<file path="config.mk">
export PLATFORM = sky130hd
export DESIGN_NAME = stim_sample_scheduler
export DESIGN_NICKNAME = d
export VERILOG_FILES = /design/src/rtl/stim_sample_scheduler.sv
export SDC_FILE = /design/constraint.sdc
export NUM_CORES = 1
export LEC_CHECK = 0
export CAP_MARGIN = 20
export CORE_AREA = 2 2 77 108
export CTS_BUF_LIST = sky130_fd_sc_hd__clkbuf_16
export DETAILED_ROUTE_END_ITERATION = 12
export DIE_AREA = 0 0 79 110
export GPL_TIMING_DRIVEN = 0
export PLACE_DENSITY = 0.84
export SYNTH_ARGS = -nofsm -noshare
export SYNTH_HDL_FRONTEND = slang
export SYNTH_SLANG_ARGS = --single-unit
</file>
<file path="constraint.sdc">
create_clock -name clk -period 8.65 [get_ports clk]
set_input_delay 1.2975 -clock clk [delete_from_list [all_inputs] [get_ports clk]]
set_output_delay 1.2975 -clock clk [all_outputs]
set_load 0.005 [all_outputs]
</file>
<file path="src/rtl/stim_sample_scheduler.sv">
// -----------------------------------------------------------------------------
// stim_sample_scheduler
//
// Test-stimulus controller for the echo-cancellation datapath. On request it
// emits a burst of n_samples pseudo-random 16-bit samples, one per CLK_DIV
// clocks, over a valid/ready handshake. The samples come from a 16-bit Galois
// LFSR. Bursts can be aborted. A sticky flag records any sample tick that
// found the previous sample still untaken.
//
// Ports:
//   clk, rst_n     system clock (rising edge), asynchronous active-low reset
//   start          one-cycle burst request, honoured only when idle
//   n_samples      burst length, latched when start is accepted
//   abort          ends a burst at once; overrides every other input
//   seed_load      loads seed into the LFSR, honoured only when idle
//   seed           new LFSR seed (zero selects SEED)
//   sample_out     current sample, stable while sample_valid is high
//   sample_valid   sample_out holds an untaken sample
//   sample_ready   consumer takes the sample at this edge
//   sample_idx     0-based index of the presented sample
//   busy           burst in progress
//   done           one-cycle pulse after a burst completes normally
//   overrun        sticky: a tick found the previous sample untaken
// -----------------------------------------------------------------------------
module stim_sample_scheduler #(
    parameter int          CLK_DIV = 250,
    parameter int          COUNT_W = 16,
    parameter logic [15:0] SEED    = 16'hACE1
) (
    input  logic               clk,
    input  logic               rst_n,
    input  logic               start,
    input  logic [COUNT_W-1:0] n_samples,
    input  logic               abort,
    input  logic               seed_load,
    input  logic [15:0]        seed,
    output logic [15:0]        sample_out,
    output logic               sample_valid,
    input  logic               sample_ready,
    output logic [COUNT_W-1:0] sample_idx,
    output logic               busy,
    output logic               done,
    output logic               overrun
);

    localparam int          DIV_W = (CLK_DIV > 2) ? $clog2(CLK_DIV) : 1;
    localparam logic [15:0] POLY  = 16'hB400;

    typedef enum logic [1:0] {IDLE, RUN, FIN} state_t;

    state_t             state, state_next;
    logic               busy_next, done_next;
    logic [DIV_W-1:0]   div;
    logic [15:0]        lfsr, lfsr_next;
    logic [COUNT_W-1:0] n_lat;
    logic               tick, xfer, final_xfer, start_ok;

    // A burst is only accepted from IDLE, and abort vetoes a coincident start.
    assign start_ok   = start && !abort;
    assign tick       = (div == DIV_W'(CLK_DIV - 1));
    assign xfer       = sample_valid && sample_ready;
    assign final_xfer = xfer && (sample_idx == n_lat - COUNT_W'(1));
    assign lfsr_next  = {1'b0, lfsr[15:1]} ^ (lfsr[0] ? POLY : 16'h0000);

    // ---------------------------------------------------------------- state register
    // busy and done are computed from the next state so they leave a flop
    // rather than a decoder.
    always_ff @(posedge clk or negedge rst_n) begin
        if (!rst_n) begin
            // NOTE: sequential state uses non-blocking assignments so every flop
            // samples pre-edge values regardless of process ordering.
            state <= IDLE;
            busy  <= 1'b0;
            done  <= 1'b0;
        end else begin
            state <= state_next;
            busy  <= busy_next;
            done  <= done_next;
        end
    end

    // ---------------------------------------------------------------- next state
    always_comb begin
        // NOTE: default first so no path through the case leaves state_next
        // unassigned, which would infer a latch.
        state_next = state;
        case (state)
            IDLE: if (start_ok) state_next = (n_samples == '0) ? FIN : RUN;
            RUN: begin
                if (abort)           state_next = IDLE;
                else if (final_xfer) state_next = FIN;
            end
            FIN:     state_next = IDLE;
            default: state_next = IDLE;
        endcase
    end

    // ---------------------------------------------------------------- outputs
    always_comb begin
        busy_next = (state_next == RUN);
        done_next = (state_next == FIN);
    end

    // ---------------------------------------------------------------- datapath
    always_ff @(posedge clk or negedge rst_n) begin
        if (!rst_n) begin
            lfsr         <= SEED;
            div          <= '0;
            n_lat        <= '0;
            sample_out   <= '0;
            sample_valid <= 1'b0;
            sample_idx   <= '0;
            overrun      <= 1'b0;
        end else begin
            case (state)
                IDLE: begin
                    // A zero seed would lock the LFSR at zero, so use SEED.
                    if (seed_load) lfsr <= (seed == 16'h0000) ? SEED : seed;
                    if (start_ok) begin
                        n_lat      <= n_samples;
                        overrun    <= 1'b0;
                        sample_idx <= '0;
                        div        <= '0;
                    end
                end
                RUN: begin
                    if (abort) begin
                        sample_valid <= 1'b0;
                    end else begin
                        div <= tick ? '0 : div + DIV_W'(1);
                        if (final_xfer) begin
                            // The last sample never triggers a new one, so the
                            // LFSR is left ready for the next burst.
                            sample_valid <= 1'b0;
                        end else if (tick && (!sample_valid || xfer)) begin
                            lfsr         <= lfsr_next;
                            sample_out   <= lfsr_next;
                            sample_valid <= 1'b1;
                            if (xfer) sample_idx <= sample_idx + COUNT_W'(1);
                        end else if (tick) begin
                            // Slot still occupied: skip this tick, keep the sample.
                            overrun <= 1'b1;
                        end else if (xfer) begin
                            sample_valid <= 1'b0;
                            sample_idx   <= sample_idx + COUNT_W'(1);
                        end
                    end
                end
                default: ;
            endcase
        end
    end

endmodule

</file>
==> results.sh, run 1 <==
export IMPL_seq_area_um2=1960
export IMPL_register_bit_count_reported_by_yosys=78
export IMPL_hold_path_class="flip-flop to flip-flop"
export IMPL_timing_hold_worst_start="sample_out[12]$_DFFE_PN0P_"
export IMPL_drc_errors=0
export IMPL_clkSlewWorstSetupHoldPaths_ns=0.06
export IMPL_cts_buffer_depth=2
export IMPL_gp_congestion=0.911
export IMPL_grt_start_max_net_pins=48
export IMPL_initial_antenna_violation_count=0
export IMPL_fp_dieArea_um2=8690
export IMPL_sequential_share_of_the_synthesized_area_pct=45.0
export IMPL_layout_worst_path_cycle_share_pct=49.5
export IMPL_drt_antenna_violating_nets=0
export IMPL_count_of_tritonroute_iterations_in_the_first_routing_pass=6
export IMPL_grt_pass1_wl_um=18900
export IMPL_fin_nets=603
export IMPL_syn_area_per_cell_um2=9.16
export IMPL_routedWlPerCell_um=17.6
export IMPL_cp_start_kind="input port"
export IMPL_fin_crit_ns=4.28
export IMPL_whs_ns=0.484
export IMPL_cp_required_ns=8.91
export IMPL_setup_viol=0
export IMPL_synth_async_reset_ratio_pct=100
export IMPL_initial_core_util_pct=56.6
export IMPL_area_growth_pct=26.9
export IMPL_post_synth_instance_area_um2=4360
export IMPL_global_route_usage_total_pct=28.0
export IMPL_max_cap_viol_count=0
export IMPL_worst_skew_pair_late_latency_ns=0.34
export IMPL_clock_fmax_ghz=0.234
export IMPL_post_cts_resized_instances=0
export IMPL_worstReg2RegStart="n_lat[0]$_DFFE_PN0P_"
export IMPL_grt_setup_unrepaired="no"
export IMPL_fp_dieH_um=110
export IMPL_timing_slew_headroom_pct=51.0
export IMPL_post_synth_inst_count=476
export IMPL_synth_fp_nets=518
export IMPL_number_of_buffers_added_on_ports=73
export IMPL_layout_drive_gt1_share_pct=9.72
export IMPL_drtIter0Drc=251
export IMPL_placed_cell_area_um2=5240
export IMPL_clock_tree_root_cell="sky130_fd_sc_hd__clkbuf_16"
export IMPL_die_width_um=79
export IMPL_insertedDiodeCount=0
export IMPL_fill_cells=598
export IMPL_number_of_i_o_pins=74
export IMPL_postCtsSetupBuffers=0
export IMPL_synth_edff_count=0
export IMPL_final_hold_viol_count=0
export IMPL_tightest_slew_ns=0.734
export IMPL_tritoncts="yes"
export IMPL_via_count_of_the_first_global_routing_pass=3975
export IMPL_kind_of_capture_point_of_the_worst_setup_path="flip-flop"
export IMPL_timing_critical_path_fanout_max=10
export IMPL_row_count=38
export IMPL_finalClockSkew_ns=0.00517
export IMPL_grt_ovfl_total=0
export IMPL_cts_hold_buffers_added=0
export IMPL_core_area_um2=7700
export IMPL_vias_per_cell=6.11
export IMPL_clkSinkCount=78
export IMPL_criticalPathCategory="input port to flip-flop"
export IMPL_report_final_slew_viol_count=0
export IMPL_run_status="finished clean"
export IMPL_synth_cell_types=62
export IMPL_synthFlopType="sky130_fd_sc_hd__dfrtp_1"
export IMPL_finalSetupTns_ns=0
export IMPL_vdd_ir_drop_worst_uv=134
export IMPL_postRouteWirelength_um=11700
export IMPL_num_vias=4068
export IMPL_cts_buffer_count=9
export IMPL_multiInputGateArea_um2=2210
export IMPL_p_per_area_nw_per_um2=185
export IMPL_synth_yosys_warnings=0
export IMPL_crit_path_start="sample_ready"
export IMPL_final_cell_area_um2=5530
export IMPL_power_leakage_nw=2.25
export IMPL_cp_data_arrival_time_ns=4.54
export IMPL_htreeDepth=3
export IMPL_post_dp_hpwl_um=8660
## sequential cells by signal, indices dropped and copies added (netlist names), 2 cells and up
signal      count
div             8
lfsr           16
n_lat          16
sample_idx     16
sample_out     16
state           2
## cell type report
class	count	area share (%)
clock buffer	9	4.07
inverter	17	1.15
timing repair buffer	74	13.7
multi-input combinational	355	40.0
tap	100	2.26
clock inverter	7	1.18
sequential	78	35.5
buffer	26	2.24
## synth_stat cells, drive strengths merged (8+ instances only)
library cell  instances  area share, %
nand2                77            6.6
dfrtp                70             40
o21ai                42            4.9
o211ai               20            3.4
a21oi                18            2.1
clkbuf               17            1.5
inv                  17            1.5
nor2                 16            1.4
or3                  15            2.2
nor4                 14            2.5
nand2b               13            1.9
nor3                 12            1.5
nand3                11            1.3
nand4                11            1.6
xnor2                11            2.2
xor2                 11            2.2
buf                   9            1.4
mux2                  9            2.3
dfstp                 8            4.8
## final timing paths
path,endpoint,slack [ns],depth (start not counted)
setup / recovery,sample_idx[2]$_DFFE_PN0P_,4.37,10
hold / removal,sample_out[12]$_DFFE_PN0P_,0.48,2
setup reg to reg,sample_out[1]$_DFFE_PN0P_,4.77,10
hold reg to reg,sample_out[12]$_DFFE_PN0P_,0.48,2
max in group asynchronous,lfsr[7]$_DFFE_PN1P_,7.12,2
min in group asynchronous,div[3]$_DFFE_PN0P_,0.90,1
## layer usage
layer,vias to the layer above,GRT usage (%),routed length (um)
met5,-,0,0
met4,0,16.0,495
met3,35,3.34,566
met2,167,51.3,6170
met1,1957,31.3,4470
li1,1909,-,-
## per-stage QoR
step / total power, mW / setup WS (ns) / utilization [%] / std cells
2_1_floorplan: 0.571 / 4.93 / - / 476
3_3_place_gp: 0.643 / 3.65 / 67.7 / 649
3_5_place_dp: 0.652 / 4.09 / 68.1 / 650
4_1_cts: 1.02 / 4.42 / 71.8 / 666
5_1_grt: 1.07 / 4.06 / 71.8 / 666
6_report: 1.02 / 4.37 / 71.8 / 666
## cells in the final DEF, fill, tap and decap left out, types with 2 or more instances in the layout
master / count
sky130_fd_sc_hd__nor2b_1: 5
sky130_fd_sc_hd__a2111oi_0: 2
sky130_fd_sc_hd__o31ai_1: 4
sky130_fd_sc_hd__or3_1: 15
sky130_fd_sc_hd__dfrtp_1: 70
sky130_fd_sc_hd__buf_6: 3
sky130_fd_sc_hd__nand4_1: 11
sky130_fd_sc_hd__nor2_1: 16
sky130_fd_sc_hd__nor4_1: 12
sky130_fd_sc_hd__or2_2: 2
sky130_fd_sc_hd__o221a_2: 5
sky130_fd_sc_hd__xnor2_1: 11
sky130_fd_sc_hd__and2_1: 4
sky130_fd_sc_hd__mux2_2: 9
sky130_fd_sc_hd__buf_1: 3
sky130_fd_sc_hd__o211ai_1: 20
sky130_fd_sc_hd__xor2_1: 11
sky130_fd_sc_hd__o22ai_1: 3
sky130_fd_sc_hd__inv_1: 17
sky130_fd_sc_hd__buf_2: 3
sky130_fd_sc_hd__a22o_1: 2
sky130_fd_sc_hd__o2111ai_1: 2
sky130_fd_sc_hd__nand2b_1: 13
sky130_fd_sc_hd__ha_1: 4
sky130_fd_sc_hd__mux2i_1: 4
sky130_fd_sc_hd__nand3_1: 11
sky130_fd_sc_hd__clkinv_2: 4
sky130_fd_sc_hd__clkbuf_1: 17
sky130_fd_sc_hd__clkdlybuf4s50_1: 72
sky130_fd_sc_hd__nor3_1: 11
sky130_fd_sc_hd__o21ai_0: 40
sky130_fd_sc_hd__and3_1: 5
sky130_fd_sc_hd__or4_1: 6
sky130_fd_sc_hd__dfstp_2: 8
sky130_fd_sc_hd__clkbuf_16: 9
sky130_fd_sc_hd__nand2_1: 77
sky130_fd_sc_hd__a21o_1: 2
sky130_fd_sc_hd__a21oi_1: 18
sky130_fd_sc_hd__a211oi_1: 4
sky130_fd_sc_hd__clkinvlp_4: 2
## cell families (layout without fill, tap and decap cells)
group / count (synthesis) / count (layout) / share of synthesized area (%)
multiplexers: 13 / 13 / 3.24
AO/OA/AOI/OAI: 115 / 115 / 17.5
buffers and inverters: 43 / 133 / 4.30
flip-flops: 78 / 78 / 45.0
adder cells (fa/ha/maj): 4 / 4 / 1.15
AND/OR/NAND/NOR: 201 / 201 / 24.4
XOR/XNOR: 22 / 22 / 4.42
## critical path: stages
cell	delay, ns
sky130_fd_sc_hd__clkdlybuf4s50_1	0.56
sky130_fd_sc_hd__nand2_1	0.08
sky130_fd_sc_hd__a2111oi_0	0.37
sky130_fd_sc_hd__o211ai_1	0.17
sky130_fd_sc_hd__nor4_1	0.18
sky130_fd_sc_hd__or4b_4	0.51
sky130_fd_sc_hd__nor4_2	0.64
sky130_fd_sc_hd__clkbuf_1	0.39
sky130_fd_sc_hd__o21ai_0	0.17
sky130_fd_sc_hd__a21oi_1	0.16
## where the power goes
part	internal [mW]	leakage [nW]	switching (mW)	total, mW
Clock	0.221	0.141	0.152	0.373
Sequential	0.404	1.01	0.0414	0.446
Combinational	0.0900	1.11	0.114	0.204
Total	0.715	2.25	0.307	1.02
No activity file was read; power rests on OpenSTA's default activity.
==> inputs of run 2 (changes only) <==
--- a/config.mk
+++ b/config.mk
@@ -6,12 +6,12 @@
 export NUM_CORES = 1
 export LEC_CHECK = 0
 export CAP_MARGIN = 20
-export CORE_AREA = 2 2 77 108
+export CORE_AREA = 2 2 79 112
 export CTS_BUF_LIST = sky130_fd_sc_hd__clkbuf_16
 export DETAILED_ROUTE_END_ITERATION = 12
-export DIE_AREA = 0 0 79 110
+export DIE_AREA = 0 0 81 114
 export GPL_TIMING_DRIVEN = 0
-export PLACE_DENSITY = 0.84
+export PLACE_DENSITY = 0.8
 export SYNTH_ARGS = -nofsm -noshare
 export SYNTH_HDL_FRONTEND = slang
 export SYNTH_SLANG_ARGS = --single-unit
==> constraint.sdc (replaced) <==
create_clock -name clk -period 4.1 [get_ports clk]
set_input_delay 0.615 -clock clk [delete_from_list [all_inputs] [get_ports clk]]
set_output_delay 0.615 -clock clk [all_outputs]
set_load 0.005 [all_outputs]
==> run 2 against run 1 <==
Against the previous run: flip-flop and latch count is the same; die area grew 6.3%; worst setup slack lost 4.1 ns; largest cell class unchanged; largest power group unchanged.
==> results.sh, run 2 (synthesis results as in run 1) <==
export IMPL_clkSlewWorstSetupHoldPaths_ns=0.06
export IMPL_gr_max_usage_layer="met2"
export IMPL_commonest_cells_after_routing_fill_and_taps_aside="sky130_fd_sc_hd__nand2_1 (77), sky130_fd_sc_hd__clkdlybuf4s50_1 (72), sky130_fd_sc_hd__dfrtp_1 (70)"
export IMPL_cp_start_kind="flip-flop"
export IMPL_cts_hold_buffers_added=0
export IMPL_kind_of_capture_point_of_the_worst_setup_path="flip-flop"
export IMPL_final_cell_area_um2=5580
export IMPL_cts_buffer_count=9
export IMPL_hold_path_class="input port to asynchronous set/reset pin"
export IMPL_die_width_um=81
export IMPL_pwr_share_seq_pct=42.2
export IMPL_post_dp_hpwl_um=8730
export IMPL_crit_slowest_cell="sky130_fd_sc_hd__nor4_2"
export IMPL_routedWlPerCell_um=17.5
export IMPL_clock_tree_root_cell="sky130_fd_sc_hd__clkbuf_16"
export IMPL_row_count=40
export IMPL_insertedDiodeCount=0
export IMPL_clock_fmax_ghz=0.264
export IMPL_timing_reg2reg_worst_path_depth=12
export IMPL_finalClockSkew_ns=0.00879
export IMPL_timing_critical_path_fanout_max=10
export IMPL_layout_drive_gt1_share_pct=9.72
export IMPL_crit_path_start="n_lat[0]$_DFFE_PN0P_"
export IMPL_clkPwrFrac_pct=38.5
export IMPL_tightest_slew_ns=0.723
export IMPL_crit_family="simple AND/OR/NAND/NOR gates"
export IMPL_drt_antenna_violating_nets=0
export IMPL_worst_r2r_endpoint="sample_idx[15]$_DFFE_PN0P_"
export IMPL_worst_slack_ns=0.306
export IMPL_run_status="finished clean"
export IMPL_core_area_um2=8310
export IMPL_globalRouteMet2Util_pct=47.3
export IMPL_logic_pwr_share_pct=19.3
export IMPL_tritoncts="yes"
export IMPL_cts_buffer_depth=2
export IMPL_cp_data_arrival_time_ns=4.00
export IMPL_number_of_buffers_added_on_ports=73
export IMPL_timing_slew_headroom_pct=51.5
export IMPL_fp_dieH_um=114
export IMPL_placed_cell_area_um2=5250
export IMPL_grt_start_max_net_pins=65
export IMPL_setup_viol=0
export IMPL_vias_per_cell=6.00
export IMPL_fp_dieArea_um2=9230
export IMPL_worstPathBufferInverterCount=3
export IMPL_whs_ns=0.133
export IMPL_cp_required_ns=4.31
export IMPL_gr_usage_met3_pct=4.67
export IMPL_initial_core_util_pct=52.5
export IMPL_area_growth_pct=28.0
export IMPL_final_hold_viol_count=0
export IMPL_clkSinkCount=78
export IMPL_worst_skew_pair_late_latency_ns=0.34
export IMPL_fin_crit_ns=3.79
export IMPL_power_leakage_nw=2.27
export IMPL_grt_setup_unrepaired="no"
export IMPL_dp_slack_ns=0.174
export IMPL_initial_antenna_violation_count=0
export IMPL_p_per_area_nw_per_um2=399
export IMPL_num_vias=4026
export IMPL_finalSetupTns_ns=0
export IMPL_reg2reg_setup_slack_ns=0.31
export IMPL_switching_share_pct=29.2
export IMPL_worstPathCellList="inv_1, ha_1, or4b_1, buf_2, o21ai_2, a21oi_1, nor4_1, or4b_4, nor4_2, clkbuf_1, nor3_1, mux2i_1"
export IMPL_max_stage_delay_ns=0.62
export IMPL_via_count_of_the_first_global_routing_pass=4017
export IMPL_count_of_tritonroute_iterations_in_the_first_routing_pass=5
export IMPL_criticalPathCategory="flip-flop to flip-flop"
export IMPL_vdd_ir_drop_worst_uv=258
export IMPL_drtIter0Drc=385
export IMPL_layout_worst_path_cycle_share_pct=92.5
export IMPL_number_of_i_o_pins=74
export IMPL_grt_ovfl_total=0
export IMPL_postRouteWirelength_um=11700
export IMPL_worstReg2RegStart="n_lat[0]$_DFFE_PN0P_"
export IMPL_grt_pass1_wl_um=18900
export IMPL_grt_use_met1_pct=30.3
export IMPL_layout_cells_most_common="sky130_fd_sc_hd__nand2_1"
export IMPL_drc_errors=0
export IMPL_worstSetupPathDepth=12
export IMPL_gp_congestion=0.928
export IMPL_worst_setup_path_endpoint="sample_idx[15]$_DFFE_PN0P_"
export IMPL_fin_nets=603
export IMPL_cellInternalPower_mw=1.58
export IMPL_power_total_mw=2.23
export IMPL_global_route_usage_total_pct=26.6
export IMPL_p_switching_mw=0.651
export IMPL_max_cap_viol_count=0
export IMPL_report_final_slew_viol_count=0
export IMPL_htreeDepth=3
==> run 2: area by class of cell <==
type                       instances  area, um^2
buffer                            26         124
clock buffer                       9         225
clock inverter                     7        98.8
fill                             689        2730
inverter                          17        63.8
multi-input combinational        355        2220
sequential                        78        1960
tap                              105         131
timing repair buffer              74         756
==> run 2: how the worst min path moves through the flow <==
stage / to / start / cells after the start
after floorplan: busy$_DFF_PN0_ / rst_n / 0
after global placement: sample_out[15]$_DFFE_PN0P_ / sample_out[15]$_DFFE_PN0P_ / 2
after detailed placement: sample_out[14]$_DFFE_PN0P_ / sample_out[14]$_DFFE_PN0P_ / 2
after CTS: div[5]$_DFFE_PN0P_ / rst_n / 1
after global routing: div[1]$_DFFE_PN0P_ / rst_n / 1
final: div[3]$_DFFE_PN0P_ / rst_n / 1
==> run 2: layer usage <==
metal	share of wire, %	vias up	routed length (um)
li1	-	1908	-
met1	38	1906	4500
met2	53	179	6260
met3	5.3	33	623
met4	3.0	0	350
met5	0	-	0
==> run 2: worst register-to-register path, stage by stage (launching register included) <==
cell and delay (ns):
sky130_fd_sc_hd__dfrtp_1 0.43, sky130_fd_sc_hd__inv_1 0.09, sky130_fd_sc_hd__ha_1 0.23, sky130_fd_sc_hd__or4b_1 0.45, sky130_fd_sc_hd__buf_2 0.18, sky130_fd_sc_hd__o21ai_2 0.14, sky130_fd_sc_hd__a21oi_1 0.09, sky130_fd_sc_hd__nor4_1 0.22
sky130_fd_sc_hd__or4b_4 0.51, sky130_fd_sc_hd__nor4_2 0.62, sky130_fd_sc_hd__clkbuf_1 0.42, sky130_fd_sc_hd__nor3_1 0.15, sky130_fd_sc_hd__mux2i_1 0.14
==> run 2: timing repair <==
action                     in CTS  in global routing
resized for setup               0                  1
setup buffers                   0                  0
setup endpoints to repair       0                 13
==> run 2: power by group through the flow <==
stage,Combinational (mW),Sequential (mW),Clock (mW)
2_1_floorplan,0.277,0.928,0
3_3_place_gp,0.406,0.948,0
3_5_place_dp,0.420,0.953,0
4_1_cts,0.425,0.939,0.870
5_1_grt,0.475,0.952,0.906
6_report,0.430,0.942,0.857
==> run 2: metrics by stage <==
stage / util (%) / instances
2_1_floorplan: - / 476
3_3_place_gp: 62.9 / 654
3_5_place_dp: 63.2 / 655
4_1_cts: 67.1 / 671
5_1_grt: 67.2 / 671
6_report: 67.2 / 671
